**src/rtl/debounce_array.sv**
```systemverilog
// -----------------------------------------------------------------------------
// debounce_array
//
// Multi-channel button debouncer for the board-level input path. Every channel
// has its own 2-FF synchroniser and a symmetric consecutive-sample filter.
// Press and release therefore both have to be stable for SAMPLES clk_flag
// ticks before the debounced level changes. Each channel also produces
// registered press/release edge pulses and a one-shot long-press pulse.
//
// Parameters:
//   CH          number of independent channels (>= 1)
//   SAMPLES     consecutive differing ticks needed to change o_btn (>= 1)
//   HOLD_TICKS  ticks o_btn must stay pressed before o_long fires (0 = off)
//   ACTIVE_LOW  1: i_btn is pressed-low and is inverted before the synchroniser
//
// Ports:
//   sys_clk    in   system clock, rising edge
//   sys_rst    in   synchronous active-high reset
//   clk_flag   in   one-cycle sampling tick; filter and hold counters step on it
//   i_btn      in   [CH] raw asynchronous button inputs
//   o_btn      out  [CH] debounced level, 1 = pressed
//   o_press    out  [CH] one-cycle pulse, coincident with o_btn going 0->1
//   o_release  out  [CH] one-cycle pulse, coincident with o_btn going 1->0
//   o_long     out  [CH] one-cycle pulse once a press has lasted HOLD_TICKS ticks
// -----------------------------------------------------------------------------
module debounce_array #(
    parameter int CH         = 4,
    parameter int SAMPLES    = 3,
    parameter int HOLD_TICKS = 1000,
    parameter bit ACTIVE_LOW = 1'b0
) (
    input  logic          sys_clk,
    input  logic          sys_rst,
    input  logic          clk_flag,
    input  logic [CH-1:0] i_btn,
    output logic [CH-1:0] o_btn,
    output logic [CH-1:0] o_press,
    output logic [CH-1:0] o_release,
    output logic [CH-1:0] o_long
);

    localparam int CNT_W   = $clog2(SAMPLES + 1);
    localparam bit LONG_EN = (HOLD_TICKS > 0);
    // The hold counter still needs one bit when the long-press feature is off.
    localparam int HOLD_W  = LONG_EN ? $clog2(HOLD_TICKS + 1) : 1;

    localparam logic [CNT_W-1:0]  CNT_LAST  = CNT_W'(SAMPLES - 1);
    localparam logic [HOLD_W-1:0] HOLD_MAX  = HOLD_W'(HOLD_TICKS);
    localparam logic [HOLD_W-1:0] HOLD_LAST = HOLD_W'(LONG_EN ? HOLD_TICKS - 1 : 0);

    // Polarity-corrected raw input: 1 always means pressed from here on.
    logic [CH-1:0] in_n;
    assign in_n = i_btn ^ {CH{ACTIVE_LOW}};

    logic [CH-1:0]     s1_q, s1_d;
    logic [CH-1:0]     s2_q, s2_d;
    logic [CH-1:0]     btn_q, btn_d;
    logic [CH-1:0]     press_q, press_d;
    logic [CH-1:0]     release_q, release_d;
    logic [CH-1:0]     long_q, long_d;
    logic [CNT_W-1:0]  cnt_q  [CH];
    logic [CNT_W-1:0]  cnt_d  [CH];
    logic [HOLD_W-1:0] hold_q [CH];
    logic [HOLD_W-1:0] hold_d [CH];

    // NOTE: every signal assigned in this block gets a default before any
    // conditional assignment, so no path can leave a value unassigned and
    // infer a latch.
    always_comb begin
        // The synchroniser runs every cycle, regardless of clk_flag.
        s1_d = in_n;
        s2_d = s1_q;

        for (int c = 0; c < CH; c++) begin
            cnt_d[c]     = cnt_q[c];
            btn_d[c]     = btn_q[c];
            hold_d[c]    = '0;
            long_d[c]    = 1'b0;

            // Consecutive-sample filter: any agreeing sample restarts the count.
            if (clk_flag) begin
                if (s2_q[c] == btn_q[c]) begin
                    cnt_d[c] = '0;
                end else if (cnt_q[c] == CNT_LAST) begin
                    btn_d[c] = s2_q[c];
                    cnt_d[c] = '0;
                end else begin
                    cnt_d[c] = cnt_q[c] + CNT_W'(1);
                end
            end

            // Edge pulses are derived from the next state, so they register on
            // the same edge as the o_btn change.
            press_d[c]   =  btn_d[c] & ~btn_q[c];
            release_d[c] = ~btn_d[c] &  btn_q[c];

            // Hold counter only runs while the level is, and stays, pressed.
            // The tick on which o_btn rises leaves it at 0. A tick that also
            // releases the button clears it, so no o_long can coincide with a
            // release. Saturation at HOLD_MAX limits o_long to one per press.
            if (btn_q[c] && btn_d[c]) begin
                hold_d[c] = hold_q[c];
                if (clk_flag && (hold_q[c] != HOLD_MAX)) begin
                    hold_d[c] = hold_q[c] + HOLD_W'(1);
                    long_d[c] = LONG_EN && (hold_q[c] == HOLD_LAST);
                end
            end
        end
    end

    // NOTE: sequential state uses non-blocking assignments only, so every
    // flop samples the pre-edge value of every other flop.
    always_ff @(posedge sys_clk) begin
        if (sys_rst) begin
            s1_q      <= '0;
            s2_q      <= '0;
            btn_q     <= '0;
            press_q   <= '0;
            release_q <= '0;
            long_q    <= '0;
            for (int c = 0; c < CH; c++) begin
                cnt_q[c]  <= '0;
                hold_q[c] <= '0;
            end
        end else begin
            s1_q      <= s1_d;
            s2_q      <= s2_d;
            btn_q     <= btn_d;
            press_q   <= press_d;
            release_q <= release_d;
            long_q    <= long_d;
            for (int c = 0; c < CH; c++) begin
                cnt_q[c]  <= cnt_d[c];
                hold_q[c] <= hold_d[c];
            end
        end
    end

    assign o_btn     = btn_q;
    assign o_press   = press_q;
    assign o_release = release_q;
    assign o_long    = long_q;

endmodule
```
**config.mk**
```make
export PLATFORM = sky130hd
export DESIGN_NAME = debounce_array
export DESIGN_NICKNAME = d
export VERILOG_FILES = /design/src/rtl/debounce_array.sv
export SDC_FILE = /design/constraint.sdc
export NUM_CORES = 1
export LEC_CHECK = 0
export CAP_MARGIN = 5
export CORE_MARGIN = 8
export CORE_UTILIZATION = 49
export CTS_BUF_LIST = sky130_fd_sc_hd__clkbuf_8
export DETAILED_ROUTE_END_ITERATION = 8
export GPL_ROUTABILITY_DRIVEN = 0
export PLACE_DENSITY = 0.71
export SYNTH_ARGS = -nofsm -noshare
export SYNTH_HDL_FRONTEND = slang
export SYNTH_SLANG_ARGS = --single-unit
```
**constraint.sdc**
```tcl
create_clock -name sys_clk -period 1.4 [get_ports sys_clk]
set_clock_uncertainty 0.2 [all_clocks]
set_input_delay 0.14 -clock sys_clk [delete_from_list [all_inputs] [get_ports sys_clk]]
set_output_delay 0.14 -clock sys_clk [all_outputs]
set_load 0.005 [all_outputs]
```
### Word level (Yosys, flattened, before mapping)

Memory sizes are Yosys's and may differ from the RTL's.
Cells that the tools add are included.
W data, S select, Z words.

| storage, ports and cells | value |
|---|---|
| memory bits (writable) | 48 |
| register bits after elaboration | 24 |
| memories kept | 2 |
| input port bits | 7 |
| logic and storage cells | 122 |

Memories:

| name | depth | width | rd ports | clocked after Yosys merged registers in | write ports | RTL line | source |
|---|---|---|---|---|---|---|---|
| hold_q | 4 | 10 | 4 | 0 | 4 | 63 | `logic [HOLD_W-1:0] hold_q [CH];` |
| cnt_q | 4 | 2 | 4 | 0 | 4 | 61 | `logic [CNT_W-1:0] cnt_q [CH];` |

| cells by class | value |
|---|---|
| bitwise operators | 32 |
| add/subtract/negate cells | 8 |
| reduce and logical (&&, ||, !) cells | 12 |
| eq/ne operators | 16 |
| multiplexer cells | 43 |

Operators by type and width:

| kind | count |
|---|---|
| $mux W10 | 12 |
| $add A10 B1 Y10 const B | 4 |
| $eq A10 B10 Y1 const B | 4 |
| $ne A10 B10 Y1 const B | 4 |
| $mux W2 | 16 |
| $not A1 Y1 | 16 |
| $mux W1 | 15 |
| $reduce_or A3 Y1 | 4 |
| $add A2 B1 Y2 const B | 4 |
| $and A1 B1 Y1 | 8 |
| $eq A2 B2 Y1 const B | 4 |
| $logic_and A1 B1 Y1 | 8 |
| $or A1 B1 Y1 | 8 |
| $eq A1 B1 Y1 | 4 |

### Depth between registers and ports, before layout

| logic depth | value |
|---|---|
| depth after elaboration | 7 |
| mapped depth | 7 |

### Worst setup path before layout

Ideal clock, no wire load.

| timing path | value |
|---|---|
| kind | register to register |
| start point | memory hold_q[2][0] (netlist name) |
| end point | memory hold_q[2][2] (netlist name) |
| path slack | -0.098 ns |
| arrival time | 1.228 ns |
| cell stages (with the launch flop) | 7 |
| setup time | 0.070 ns |
| path through | dfxtp_1 inv_1 ha_1 nand2_1 o41ai_4 or3b_1 a21oi_1 |

RTL lines:

| what | RTL line |
|---|---|
| start: declaration | 63 |

==> summary by stage <==
Worst setup path
The worst setup path is launched from a flip-flop. Setup slack on the worst reg-to-reg path comes out at -0.23 ns. The critical path arrival is ~1.7 ns. The start-to-end type of the worst setup path is flip-flop to flip-flop. The largest individual stage delay along the critical path comes from the cell sky130_fd_sc_hd__dfxtp_2. STA puts the critical path data required time at between 1 and 1.5 ns. In this run the worst path has a maximum fanout of 3. The number of buffers and inverters on the critical path is 1.

The largest single stage delay on the critical path is roughly 0.35 ns. STA classifies the critical path endpoint as a flip-flop. The kind of cell adding the most delay to the critical path is flip-flops.

The signal on the critical path passes through inv_1, ha_1, nand4b_1, o31ai_4, mux2i_1, nor2_1.

GRT
The total routing resource utilization after global routing is 0.1725. The number of global-route vias before repair is 2,777. The first global-routing pass estimated ~12,000 um of wire.

The total overflow left after global routing is 0. The pin count of the biggest net entering global routing is 13. The initial antenna violation count is 0.

STA
In the finished design, the share of the clock period the worst path needs comes to 1.163. The headroom to the max-slew limit is 0.8060. The final worst setup slack is -0.2279 ns. The minimum clock period is between 1.5 and 2 ns. The number of endpoints with negative hold slack in the final report was 0. On the final layout, the worst hold slack is approximately 0.14 ns.

The peak clock frequency supported by timing is slightly above 600 MHz. For the pin with the worst max-slew slack, the measured transition is about 0.29 ns. Setup repair after global routing could not meet its margin everywhere. The final-report setup violation count is 36. The final count of pins violating max slew is 0.

Hold path
The type of the most critical hold path is input pin to flip-flop.

Drt
Using the TritonRoute via totals, the vias-per-cell ratio works out to around 5.3. The pre-antenna-repair detailed-routing pass consisted of 4 iterations. The number of antenna-violating nets in the routed design is 0. For this block, the via count after detailed routing is slightly below 3k. The final routed DRC violation total is 0. In the final routed layout, each cell accounts on average for around 17 um. After detailed routing, the total wire length is roughly 9500 um. After the first detailed-routing iteration, the DRC count stood at about 170.

Floorplan
The effective utilization at floorplan is 0.5109. The height of the die is approximately 95 um. The area inside the core boundary is between 0.005 and 0.006 mm2. The die is between 90 and 100 um wide. The number of cell rows is 28. The die covers between 0.008 and 0.009 mm2. The count of pins on the block boundary is 23.

Logic synthesis
Counting flops with an async set or reset pin after synthesis yields a share of 0. The post-synthesis cell area is ~0.003 mm2. The distinct cell type count after synthesis is 38. Counting every net in the synthesized netlist gives 348.

The count of warnings emitted by yosys is 0. Synthesis produced a netlist whose cell count is between 300 and 400. For this run, the register share of the synthesized area comes to 0.4737. The register bit count reported by yosys is 72. For this run, the leading register cell type out of synthesis is sky130_fd_sc_hd__dfxtp_1. Dividing the synthesized area by the synthesized cell count gives 9.138 um2.

The number of synthesized flops with an enable pin is 0.

Clock tree
The cell sitting at the root of the clock tree is a sky130_fd_sc_hd__clkbuf_8. The count of H-tree levels built during CTS is 3. Clock-pin slew was measured on the worst setup and hold paths at ~0.080 ns. The number of buffers on the longest clock path is 2.

The number of clock sinks seen by CTS is 72. The TritonCTS buffer count is 9. The CTS tree is built. The later pin in the worst-skew pair is clocked with a latency of around 0.35 ns.

Power and ir drop
The power density normalized to cell area is ~830 mW/mm2. The analysis attributes to cell leakage a power of between 0.002 and 0.0025 uW. The overall power after layout is between 4000 and 5000 uW. Across the VDD grid, the largest voltage drop is ~0.0007 V.

Final layout
The filler cell count is around 310. From synthesis to final layout, the design area changed by 63.20%. The net count of the finished layout is between 400 and 500. The count of placed standard cells in the final layout, fillers left out is roughly 540. Summing all non-filler instances in the final layout gives an area of between 0.004 and 0.005 mm2. In the final layout, the share of cells above drive strength 1 is 0.4776.

The number of diodes added for antenna fixing is 0.

Place
Once placement finished, the instance area stood at 0.003946 mm2. The count of port buffers added during placement is 22. Including well taps, the total number of placed cells is approximately 500. Detailed placement ended at an HPWL of between 4000 and 5000 um.

Run status
The checks that failed: negative setup slack. The run finished, with violations left.

Job
Max-cap violations in this run came to 0.
==> timing repair <==
item                                    in CTS  in global routing
endpoints found under the setup margin      55                 47
gates resized for setup                     91                 72
gates cloned                                 0                  2
hold buffers                                 0                  0
setup buffers                               16                  9
pin swaps                                   38                 38
==> stage by stage <==
stage	setup TNS, ns	util	worst slack [ns]
2_1_floorplan	-0.2621	-	-0.06376
3_3_place_gp	-20.11	0.6626	-0.4629
3_5_place_dp	-21.87	0.6626	-0.4738
4_1_cts	-1.590	0.7723	-0.1856
5_1_grt	-5.634	0.8338	-0.3032
6_report	-3.182	0.8338	-0.2279
==> cell type report <==
type,count,area (um2),area share
timing repair buffer,131,1111,0.2237
clock buffer,11,151.4,0.03049
multi-input combinational,239,2009,0.4046
sequential,72,1480,0.2981
tap,75,93.84,0.01890
clock inverter,5,78.83,0.01587
inverter,11,41.29,0.008314
==> synthesized netlist by cell type (2+ instances only) <==
| library cell | number | area share |
|---|---|---|
| sky130_fd_sc_hd__dfxtp_1 | 72 | 0.47 |
| sky130_fd_sc_hd__nor2_1 | 50 | 0.062 |
| sky130_fd_sc_hd__nand2_1 | 30 | 0.037 |
| sky130_fd_sc_hd__xnor2_1 | 23 | 0.066 |
| sky130_fd_sc_hd__a21oi_1 | 14 | 0.023 |
| sky130_fd_sc_hd__nor2b_1 | 14 | 0.029 |
| sky130_fd_sc_hd__nor3_1 | 14 | 0.023 |
| sky130_fd_sc_hd__nand3_1 | 13 | 0.021 |
| sky130_fd_sc_hd__xor2_1 | 11 | 0.032 |
| sky130_fd_sc_hd__inv_1 | 10 | 0.012 |
| sky130_fd_sc_hd__nand4_1 | 9 | 0.019 |
| sky130_fd_sc_hd__o21ai_0 | 9 | 0.015 |
| sky130_fd_sc_hd__ha_1 | 8 | 0.033 |
| sky130_fd_sc_hd__mux2i_1 | 7 | 0.023 |
| sky130_fd_sc_hd__buf_2 | 6 | 0.0099 |
| sky130_fd_sc_hd__nor3b_1 | 4 | 0.0099 |
| sky130_fd_sc_hd__nor4_1 | 4 | 0.0082 |
| sky130_fd_sc_hd__or3_1 | 4 | 0.0082 |
| sky130_fd_sc_hd__nand4b_1 | 3 | 0.0086 |
| sky130_fd_sc_hd__nor4b_1 | 3 | 0.0086 |
| sky130_fd_sc_hd__o31ai_2 | 3 | 0.012 |
| sky130_fd_sc_hd__and2b_1 | 2 | 0.0049 |
| sky130_fd_sc_hd__and3_1 | 2 | 0.0041 |
| sky130_fd_sc_hd__buf_1 | 2 | 0.0025 |
| sky130_fd_sc_hd__nand3b_1 | 2 | 0.0049 |
| sky130_fd_sc_hd__nand4_2 | 2 | 0.0082 |
==> state kept, by name, indices dropped and copies added (netlist names) <==
name and count:
cnt_q 8, hold_q 40, o_btn 4, o_long 4, o_press 4, o_release 4, s1_q 4, s2_q 4
==> placed cells by master, fill, tap and decap left out, types with 4 or more instances in the layout <==
| master | count |
|---|---|
| sky130_fd_sc_hd__clkdlybuf4s50_1 | 5 |
| sky130_fd_sc_hd__nand3_4 | 4 |
| sky130_fd_sc_hd__nor2_2 | 4 |
| sky130_fd_sc_hd__clkbuf_8 | 11 |
| sky130_fd_sc_hd__inv_2 | 8 |
| sky130_fd_sc_hd__nand4_1 | 9 |
| sky130_fd_sc_hd__buf_4 | 85 |
| sky130_fd_sc_hd__nor2b_1 | 12 |
| sky130_fd_sc_hd__dfxtp_2 | 22 |
| sky130_fd_sc_hd__nand2_1 | 22 |
| sky130_fd_sc_hd__buf_6 | 21 |
| sky130_fd_sc_hd__dlygate4sd2_1 | 16 |
| sky130_fd_sc_hd__nand2_2 | 7 |
| sky130_fd_sc_hd__nor3b_1 | 4 |
| sky130_fd_sc_hd__nor3_4 | 9 |
| sky130_fd_sc_hd__xor2_1 | 9 |
| sky130_fd_sc_hd__dfxtp_1 | 47 |
| sky130_fd_sc_hd__nand3_1 | 9 |
| sky130_fd_sc_hd__a21oi_1 | 13 |
| sky130_fd_sc_hd__nor2_1 | 47 |
| sky130_fd_sc_hd__xnor2_1 | 20 |
| sky130_fd_sc_hd__mux2i_1 | 7 |
| sky130_fd_sc_hd__ha_4 | 7 |
==> where the power goes <==
group	leakage [uW]	switching [uW]	internal, uW
combinational	0.00131	80.1	82.8
sequential	0.000595	12.1	2050
clock	0.000119	803	1100
total	0.00203	895	3230
==> per-layer routing <==
metal  vias to the layer above  global-route usage  part of all wire
met1                      1404              0.1897              0.40
li1                       1387                   -                 -
met4                         0             0.08713             0.027
met3                        25             0.03889             0.054
met2                        86              0.3048              0.51
met5                         -                   0                 0
==> kinds of logic (layout without fill, tap and decap cells) <==
family	count (synthesis)	after routing	synth area share
xor+xnor	34	34	0.09786
mux	7	7	0.02303
buf+inv	22	158	0.03331
fa+ha+maj	8	8	0.03290
compound gates	28	28	0.06168
simple gates	162	162	0.2775
flops	72	72	0.4737
==> final timing paths <==
check / endpoint / cells past startpoint / from
max reg2reg: hold_q[1][1]$_SDFFE_PP0P_ / 6 / hold_q[1][1]$_SDFFE_PP0P_
max: hold_q[1][1]$_SDFFE_PP0P_ / 6 / hold_q[1][1]$_SDFFE_PP0P_
min: s1_q[1]$_SDFF_PP0_ / 2 / i_btn[1]
min reg2reg: s2_q[3]$_SDFF_PP0_ / 1 / s1_q[3]$_SDFF_PP0_
(Power assumes the default switching activity.)
